<file path="config.mk">
export PLATFORM = sky130hd
export DESIGN_NAME = twowayhandshake_replayer_flat
export DESIGN_NICKNAME = d
export VERILOG_FILES = /design/src/rtl/twowayhandshake_replayer_if.sv /design/src/rtl/twowayhandshake_replayer.sv /design/src/flat_wrapper.sv
export SDC_FILE = /design/constraint.sdc
export NUM_CORES = 1
export LEC_CHECK = 0
export ABC_CLOCK_PERIOD_IN_PS = 6300
export CAP_MARGIN = 5
export CORE_MARGIN = 4
export CORE_UTILIZATION = 45
export CTS_CLUSTER_SIZE = 16
export DETAILED_ROUTE_END_ITERATION = 12
export GPL_TIMING_DRIVEN = 0
export PLACE_DENSITY = 0.89
export SETUP_SLACK_MARGIN = 0.02
export SKIP_CTS_REPAIR_TIMING = 1
export SKIP_LAST_GASP = 1
export SLEW_MARGIN = 10
export SYNTH_ARGS = -nofsm -noshare
export SYNTH_HDL_FRONTEND = slang
export SYNTH_SLANG_ARGS = --single-unit
export TNS_END_PERCENT = 100
</file>
<file path="constraint.sdc">
create_clock -name clk -period 6.3 [get_ports clk]
set_input_delay 1.26 -clock clk [delete_from_list [all_inputs] [get_ports clk]]
set_output_delay 1.26 -clock clk [all_outputs]
set_load 0.05 [all_outputs]
</file>
<file path="src/rtl/twowayhandshake_replayer_if.sv">
// Replay channel bundle: replay-buffer packets in, CL valid/ready channel out,
// and completion reports back to the replay controller.
interface twowayhandshake_replayer_if #(
  parameter int DATA_WIDTH = 32,
  parameter int CNT_WIDTH  = 4
);
  logic                  replay_en;
  logic                  rep_valid;
  logic                  rep_ready;
  logic [DATA_WIDTH-1:0] rep_data;
  logic                  out_valid;
  logic                  out_ready;
  logic [DATA_WIDTH-1:0] out_data;
  logic                  repe_valid;
  logic                  repe_ready;
  logic [CNT_WIDTH-1:0]  pend_cnt;

  // Replayer side.
  modport master (
    input  replay_en, rep_valid, rep_data, out_ready, repe_ready,
    output rep_ready, out_valid, out_data, repe_valid, pend_cnt
  );

  // Controller / CL side.
  modport slave (
    output replay_en, rep_valid, rep_data, out_ready, repe_ready,
    input  rep_ready, out_valid, out_data, repe_valid, pend_cnt
  );
endinterface

</file>
<file path="src/rtl/twowayhandshake_replayer.sv">
// Re-drives recorded transactions into the CL through a one-entry output
// register and reports every CL-side completion back to the replay controller.
module twowayhandshake_replayer #(
  parameter int DATA_WIDTH = 32,
  parameter int CNT_WIDTH  = 4
) (
  input  logic                         clk,
  input  logic                         rstn,
  twowayhandshake_replayer_if.master   bus,
  output logic                         dbg_full
);

  // All three channels are valid/ready: a transfer happens on the rising edge
  // where valid and ready are both high; a raised valid holds its payload
  // until that transfer, and valid never waits combinationally on ready.

  typedef enum logic {EMPTY = 1'b0, FULL = 1'b1} state_t;

  localparam logic [CNT_WIDTH:0] CNT_MAX = {1'b0, {CNT_WIDTH{1'b1}}};

  state_t               state;
  logic                 rep_hs;
  logic                 out_hs;
  logic                 repe_hs;
  logic [CNT_WIDTH:0]   occupancy;

  // Accepted packets still owed a completion slot: counted ones plus the held one.
  assign occupancy     = {1'b0, bus.pend_cnt} + {{CNT_WIDTH{1'b0}}, bus.out_valid};
  assign bus.rep_ready = rstn && bus.replay_en && (!bus.out_valid || bus.out_ready)
                         && (occupancy < CNT_MAX);

  assign rep_hs        = bus.rep_valid && bus.rep_ready;
  assign out_hs        = bus.out_valid && bus.out_ready;
  assign repe_hs       = bus.repe_valid && bus.repe_ready;

  assign bus.out_valid  = (state == FULL);
  assign bus.repe_valid = (bus.pend_cnt != '0);
  assign dbg_full       = (state == FULL);

  always_ff @(posedge clk or negedge rstn) begin
    if (!rstn) begin
      state        <= EMPTY;
      bus.out_data <= '0;
      bus.pend_cnt <= '0;
    end else begin
      case (state)
        EMPTY: begin
          if (rep_hs) begin
            state        <= FULL;
            bus.out_data <= bus.rep_data;
          end
        end
        FULL: begin
          // A fresh packet replaces the one leaving, so no bubble is inserted.
          if (rep_hs) begin
            bus.out_data <= bus.rep_data;
          end else if (out_hs) begin
            state <= EMPTY;
          end
        end
        default: state <= EMPTY;
      endcase

      case ({out_hs, repe_hs})
        2'b10:   bus.pend_cnt <= bus.pend_cnt + 1'b1;
        2'b01:   bus.pend_cnt <= bus.pend_cnt - 1'b1;
        default: bus.pend_cnt <= bus.pend_cnt;
      endcase
    end
  end

`ifdef FORMAL
  logic [31:0] f_rep_cnt;
  logic [31:0] f_out_cnt;
  logic [31:0] f_repe_cnt;
  logic        f_past_valid;

  always_ff @(posedge clk or negedge rstn) begin
    if (!rstn) begin
      f_rep_cnt    <= '0;
      f_out_cnt    <= '0;
      f_repe_cnt   <= '0;
      f_past_valid <= 1'b0;
    end else begin
      f_rep_cnt    <= f_rep_cnt + {31'd0, rep_hs};
      f_out_cnt    <= f_out_cnt + {31'd0, out_hs};
      f_repe_cnt   <= f_repe_cnt + {31'd0, repe_hs};
      f_past_valid <= 1'b1;
    end
  end

  a_out_hold: assert property (@(posedge clk) disable iff (!rstn)
    bus.out_valid && !bus.out_ready |=> bus.out_valid && $stable(bus.out_data));
  a_repe_hold: assert property (@(posedge clk) disable iff (!rstn)
    bus.repe_valid && !bus.repe_ready |=> bus.repe_valid);
  a_inv_rep: assert property (@(posedge clk) disable iff (!rstn)
    f_rep_cnt == f_out_cnt + {31'd0, bus.out_valid});
  a_inv_out: assert property (@(posedge clk) disable iff (!rstn)
    f_out_cnt == f_repe_cnt + {{(32-CNT_WIDTH){1'b0}}, bus.pend_cnt});
  a_cnt_max: assert property (@(posedge clk) disable iff (!rstn)
    {1'b0, bus.pend_cnt} <= CNT_MAX);
  a_reset_empty: assert property (@(posedge clk) disable iff (!rstn)
    !f_past_valid |-> !bus.out_valid);
`endif

endmodule

</file>
<file path="src/flat_wrapper.sv">
// flat-port wrapper written by rule: the top's interface ports become plain ports
module twowayhandshake_replayer_flat 
#(
  parameter int DATA_WIDTH = 32,
  parameter int CNT_WIDTH  = 4
)
  (clk, rstn, dbg_full, bus_replay_en, bus_rep_valid, bus_rep_data, bus_out_ready, bus_repe_ready, bus_rep_ready, bus_out_valid, bus_out_data, bus_repe_valid, bus_pend_cnt);
  twowayhandshake_replayer_if #(.DATA_WIDTH(DATA_WIDTH), .CNT_WIDTH(CNT_WIDTH)) bus_i ();
  input  logic clk;
  input  logic rstn;
  output logic dbg_full;
  input wire logic [$bits(bus_i.replay_en)-1:0] bus_replay_en;
  input wire logic [$bits(bus_i.rep_valid)-1:0] bus_rep_valid;
  input wire logic [$bits(bus_i.rep_data)-1:0] bus_rep_data;
  input wire logic [$bits(bus_i.out_ready)-1:0] bus_out_ready;
  input wire logic [$bits(bus_i.repe_ready)-1:0] bus_repe_ready;
  output wire logic [$bits(bus_i.rep_ready)-1:0] bus_rep_ready;
  output wire logic [$bits(bus_i.out_valid)-1:0] bus_out_valid;
  output wire logic [$bits(bus_i.out_data)-1:0] bus_out_data;
  output wire logic [$bits(bus_i.repe_valid)-1:0] bus_repe_valid;
  output wire logic [$bits(bus_i.pend_cnt)-1:0] bus_pend_cnt;
  assign bus_i.replay_en = bus_replay_en;
  assign bus_i.rep_valid = bus_rep_valid;
  assign bus_i.rep_data = bus_rep_data;
  assign bus_i.out_ready = bus_out_ready;
  assign bus_i.repe_ready = bus_repe_ready;
  assign bus_rep_ready = bus_i.rep_ready;
  assign bus_out_valid = bus_i.out_valid;
  assign bus_out_data = bus_i.out_data;
  assign bus_repe_valid = bus_i.repe_valid;
  assign bus_pend_cnt = bus_i.pend_cnt;
  twowayhandshake_replayer #(.DATA_WIDTH(DATA_WIDTH), .CNT_WIDTH(CNT_WIDTH)) u_core (.clk(clk), .rstn(rstn), .bus(bus_i), .dbg_full(dbg_full));
endmodule
</file>
==> qor.csv, run 1 <==
metric,value,unit
status,"finished, final reports clean",
final critical-path required period,4380,ps
Congestion Overflow GR,0,
Final Max Tran Viols,0,
list of most frequent post-synthesis cells,"37 x dfrtp_1, 30 x mux2_4, 6 x inv_1",
Final ANT Viol Nets,0,
CTS Buf Count,5,
worst slew pin tran,816,ps
RSZ-0062 raised after global routing,false,
Final Hold Fails,0,
final RePlAce weighted congestion,0.788,
Starting Density,0.477,
# placed instances,242,
part of the power in registers,0.298,
DP Worst Slack,1870,ps
register area,926,um^2
startpoint types,input port,
worst r2r path cells,7,
hpwl dp,3240,um
clk_skew,3.78,ps
asr flop ratio synth,1.00,
CTS root buffer,clkbuf_8,
area of the core,0.00374,mm^2
Sum Neg Setup Slack,0,ps
first-pass GRT wire length,6990,um
Synth Flop Type,dfrtp_1,
initial antenna violation count,0,
GR Util met1,0.232,
routed wire length,4180,um
met2 Use GR,0.289,
Vias/cell,4.90,
worst-case clock buffer depth,2,
post-synthesis sequential area ratio,0.519,
hold depth,1,
hold crit path type,reg -> reg,
port buffer count,77,
CP Max Fanout,38,
Yosys cell types,33,
FMAX,228,MHz
layout net count,245,
Synth area leaders,"dfrtp_1 52%, mux2_4 25%, ha_1 3.5%",
Vias,1226,
most numerous cell in the Yosys netlist,dfrtp_1,
chip width,71.0,um
Layout area overhead,50.9,%
yosys warns,0,
Worst EP arrival,3120,ps
DR pass1 iterations,4,
IR Drop Worst-Case VDD,0.270,mV
Ports,78,
H-tree Lvls,2,
max_slew headroom,0.456,
critical path type,in -> out,
drt drc,0,
fillcell total,251,
grt met3 use,0.0582,
"area leader, netlist",dfrtp_1,
number of enable flip-flop cells after synthesis,0,
Multi-input gate area,754,um^2
most crowded layer after global routing,met2,
Pwr Density,485,mW/mm^2
Die Y,71.0,um
Post-Syn Area per Cell,15.3,um^2
P_sw,0.596,mW
diode count,0,
top cell type's share of synthesized area,0.519,
Clk network pwr share,0.118,
number of global-route vias before repair,1355,
setup ws final,1920,ps
crit path capture type,output port,
syn_nets,161,
max-cap violations,0,
switching share of power,0.456,
worst path required time,5040,ps
Rows,22,
Detailed Route Iter0 Violations,30,
P_int,0.710,mW
overall routing resource usage,0.180,
final setup violation count,0,
combinational share of power,0.584,
Final Cycle Share,0.695,
drt wl/cell,16.7,um
TritonCTS clock tree,done,
cells after synthesis,117,
die area,0.00504,mm^2
largest net degree at the start of global routing,39,
fin cells,250,
layout cell share with drive strength beyond 1,0.223,
clock latency on the worst-skew pair,280,ps
clock sinks,37,
Power Total,1.31,mW
Yosys reg bits,37,
Worst-path clk slew,70,ps
Netlist Area Pre-Place,0.00179,mm^2
Leakage,1.18,nW
## routing by layer
metal  up-vias  part of all wire
met3         0             0.079
met1       585              0.43
met4         0                 0
met2        62              0.49
met5         -                 0
li1        579                 -
## cell families after synthesis
group	after synthesis	synth area share
buffers and inverters	12	0.0589
and+or+nand+nor	18	0.0624
DFF	37	0.519
adders and majority gates	6	0.0463
muxes	33	0.270
AOI/OAI and AO/OA	9	0.0336
xor gates and xnor gates	2	0.00981
## path summary, 6_finish.rpt
check | from | endpoint | slack, ps
setup / recovery | rstn | bus_rep_ready | 1920
hold / removal | u_core.bus.out_data[27]$_DFFE_PN0P_ | u_core.bus.out_data[27]$_DFFE_PN0P_ | 510
setup reg to reg | u_core.bus.pend_cnt[1]$_DFFE_PN0P_ | u_core.bus.pend_cnt[3]$_DFFE_PN0P_ | 3680
hold reg to reg | u_core.bus.out_data[27]$_DFFE_PN0P_ | u_core.bus.out_data[27]$_DFFE_PN0P_ | 510
max in group asynchronous | rstn | u_core.bus.out_data[10]$_DFFE_PN0P_ | 4710
min in group asynchronous | rstn | u_core.bus.out_data[26]$_DFFE_PN0P_ | 1070
## sequential cells by signal, indices dropped and copies added, names as in the netlist
name and flops:
u_core.bus.pend_cnt 4, u_core.bus.out_data 32, u_core.bus.out_valid 1
## placed cells by master (no fill, tap or decap), drive strengths merged, types with 2 or more instances in the layout
cell           instances
buf                    6
clkbuf                 7
clkdlybuf4s50         76
clkinv                 2
dfrtp                 37
ha                     5
inv                    6
mux2                  32
nand2                  4
nand2b                 2
nand3                  2
o21ai                  3
## per-stage QoR
step / utilization / hold slack [ps] / instance area [um^2]
finish: 0.720 / 507 / 2690
global route: 0.720 / 534 / 2690
CTS: 0.720 / 511 / 2690
detailed placement: 0.698 / 495 / 2610
global placement: 0.699 / 490 / 2620
floorplan: - / 798 / 1790
## critical path, stage by stage
cell             delay, ps
buf_2                  620
nand3_1                230
nor2_1                 160
clkdlybuf4s50_1        820
## power by group through the flow
stage	Clock (mW)	Sequential (mW)	Combinational [mW]
floorplan	0	0.684	0.218
global placement	0	0.386	0.751
detailed placement	0	0.394	0.767
CTS	0.160	0.391	0.770
global route	0.172	0.405	0.802
finish	0.154	0.390	0.763
## cell type report
type | instances | area share
Multi-Input combinational cell | 68 | 0.280
Inverter | 6 | 0.00836
Clock buffer | 6 | 0.0269
Clock inverter | 2 | 0.00372
Buffer | 6 | 0.0307
Tap cell | 48 | 0.0223
Sequential cell | 37 | 0.344
Timing Repair Buffer | 77 | 0.284
(Power assumes the default switching activity.)
==> run 2, diff against run 1 <==
Settings changed: ABC_CLOCK_PERIOD_IN_PS 6300 to 3830, CORE_UTILIZATION 45 to 38, PLACE_DENSITY 0.89 to 0.8.
Clock period 6.3 ns to 3.83 ns, I/O delays scaled along.
==> run 2 against run 1 <==
- register-to-register slack worse by 2400 ps
- sequential power is 64% higher
- total power is 65% higher
- first-iteration DRC count is 30% lower
- critical path depth is 3 higher
- wire length is 6.2% lower
- cell count is 1.6% higher
- cell area is 1.1% higher
- highest routed layer is now met4
==> qor.csv, run 2 (synthesis gave the netlist of run 1 again) <==
metric,value,unit,change
worst r2r path cells,7,,unchanged
"Cell Area, Placed",0.00264,mm^2,+0.96%
most frequent cells in the layout,"76 x clkdlybuf4s50_1, 37 x dfrtp_1, 30 x mux2_4, 6 x inv_1, 6 x clkbuf_8",,
DP Worst Slack,648,ps,-1220 ps
Starting Density,0.402,,-0.0752
Vias/cell,4.87,,-0.61%
overall routing resource usage,0.139,,-0.0414
setup ws final,538,ps,-1380 ps
DR pass1 iterations,2,,-2
# placed instances,247,,+2.1%
H-tree Lvls,2,,unchanged
Worst-path clk slew,70,ps,about the same
clock latency on the worst-skew pair,280,ps,about the same
Detailed Route Iter0 Violations,21,,-30%
final setup violation count,0,,unchanged
RSZ-0062 raised after global routing,false,,
number of global-route vias before repair,1320,,-2.6%
drt wl/cell,15.4,um,-7.7%
hpwl dp,2980,um,-8.0%
Vias,1238,,+0.98%
drt drc,0,,unchanged
crit path from,u_core.bus.pend_cnt[0]$_DFFE_PN0P_,,
die area,0.00586,mm^2,+16%
chip width,76.5,um,+7.8%
"most common cell after layout, fill and taps aside",clkdlybuf4s50_1,,
layout cell share with drive strength beyond 1,0.223,,unchanged
final critical-path required period,3290,ps,
FMAX,304,MHz,
worst flop-to-flop path startpoint,u_core.bus.pend_cnt[0]$_DFFE_PN0P_,,
worst-case clock buffer depth,2,,unchanged
critical path type,reg -> out,,
final RePlAce weighted congestion,0.804,,+2.0%
diode count,0,,unchanged
Power Total,2.16,mW,+65%
Layout area overhead,52.5,%,
worst slew pin tran,531,ps,-284 ps
initial antenna violation count,0,,unchanged
first-pass GRT wire length,6500,um,-7.0%
routed wire length,3920,um,-6.2%
max reg flops,32,,unchanged
clock sinks,37,,unchanged
worst path required time,3060,ps,-1980 ps
Largest Register,u_core.bus.out_data,,
crit path capture type,output port,,
Worst EP arrival,2530,ps,-590 ps
Final Hold Fails,0,,unchanged
IR Drop Worst-Case VDD,0.640,mV,+140%
Leakage,1.19,nW,+0.74%
startpoint types,register,,
Finished Cell Area,0.00272,mm^2,+1.1%
layout net count,246,,+0.41%
Final Max Tran Viols,0,,unchanged
Die Y,76.5,um,+7.8%
Ports,78,,unchanged
status,"finished, final reports clean",,
max-cap violations,0,,unchanged
TritonCTS clock tree,done,,
Pwr Density,794,mW/mm^2,+64%
Congestion Overflow GR,0,,unchanged
port buffer count,77,,unchanged
Final ANT Viol Nets,0,,unchanged
CTS root buffer,clkbuf_8,,
Final Cycle Share,0.860,,
Rows,24,,+9.1%
CP Max Fanout,6,,-84%
hold crit path type,in -> async,,
fin cells,254,,+1.6%
CTS Buf Count,5,,unchanged
area of the core,0.00444,mm^2,+19%
largest net degree at the start of global routing,35,,-10%
max_slew headroom,0.645,,+0.188
clk_skew,10.2,ps,+6.43 ps
[run 2: stage by stage]
step                 util  setup TNS (ps)  hold WS (ps)
CTS                 0.613               0           288
global placement    0.590            -803           490
finish              0.613               0           293
global route        0.613               0           288
floorplan               -               0           470
detailed placement  0.593               0           491
[run 2: final cells by class]
type	instances	area (um^2)
well taps	52	65.1
multi-input cells	68	754
repair buffers	78	786
clock buffers	7	86.3
fillers	376	1720
plain buffers	6	82.6
flip-flops and latches	37	926
inverters	6	22.5
[run 2: power breakdown]
group          switching [mW]  internal, mW  leakage [nW]
logic                   0.738         0.514         0.708
clock network           0.128         0.143        0.0443
registers               0.106         0.532         0.440
[run 2: final timing paths]
kind | to | slack [ps]
worst max-delay path | bus_rep_ready | 540
worst min-delay path | u_core.bus.out_data[29]$_DFFE_PN0P_ | 290
worst max register to register | u_core.bus.pend_cnt[3]$_DFFE_PN0P_ | 1260
worst min register to register | u_core.bus.out_data[11]$_DFFE_PN0P_ | 510
max in group asynchronous | u_core.bus.out_data[24]$_DFFE_PN0P_ | 3140
min in group clk | u_core.bus.out_data[11]$_DFFE_PN0P_ | 510
[run 2: routing by layer]
| metal | part of all wire | vias up | GRT usage |
|---|---|---|---|
| li1 | - | 578 | - |
| met5 | 0 | - | 0 |
| met1 | 0.45 | 598 | 0.169 |
| met3 | 0.068 | 5 | 0.0402 |
| met4 | 0.011 | 0 | 0.0435 |
| met2 | 0.47 | 57 | 0.237 |
[run 2: critical path, stage by stage, from the launching register on]
cell and delay, ps:
dfrtp_1 460, ha_1 250, ha_1 200, nor4bb_1 290, o2111ai_1 190, nand2_1 110, nor2_1 40, clkdlybuf4s50_1 690
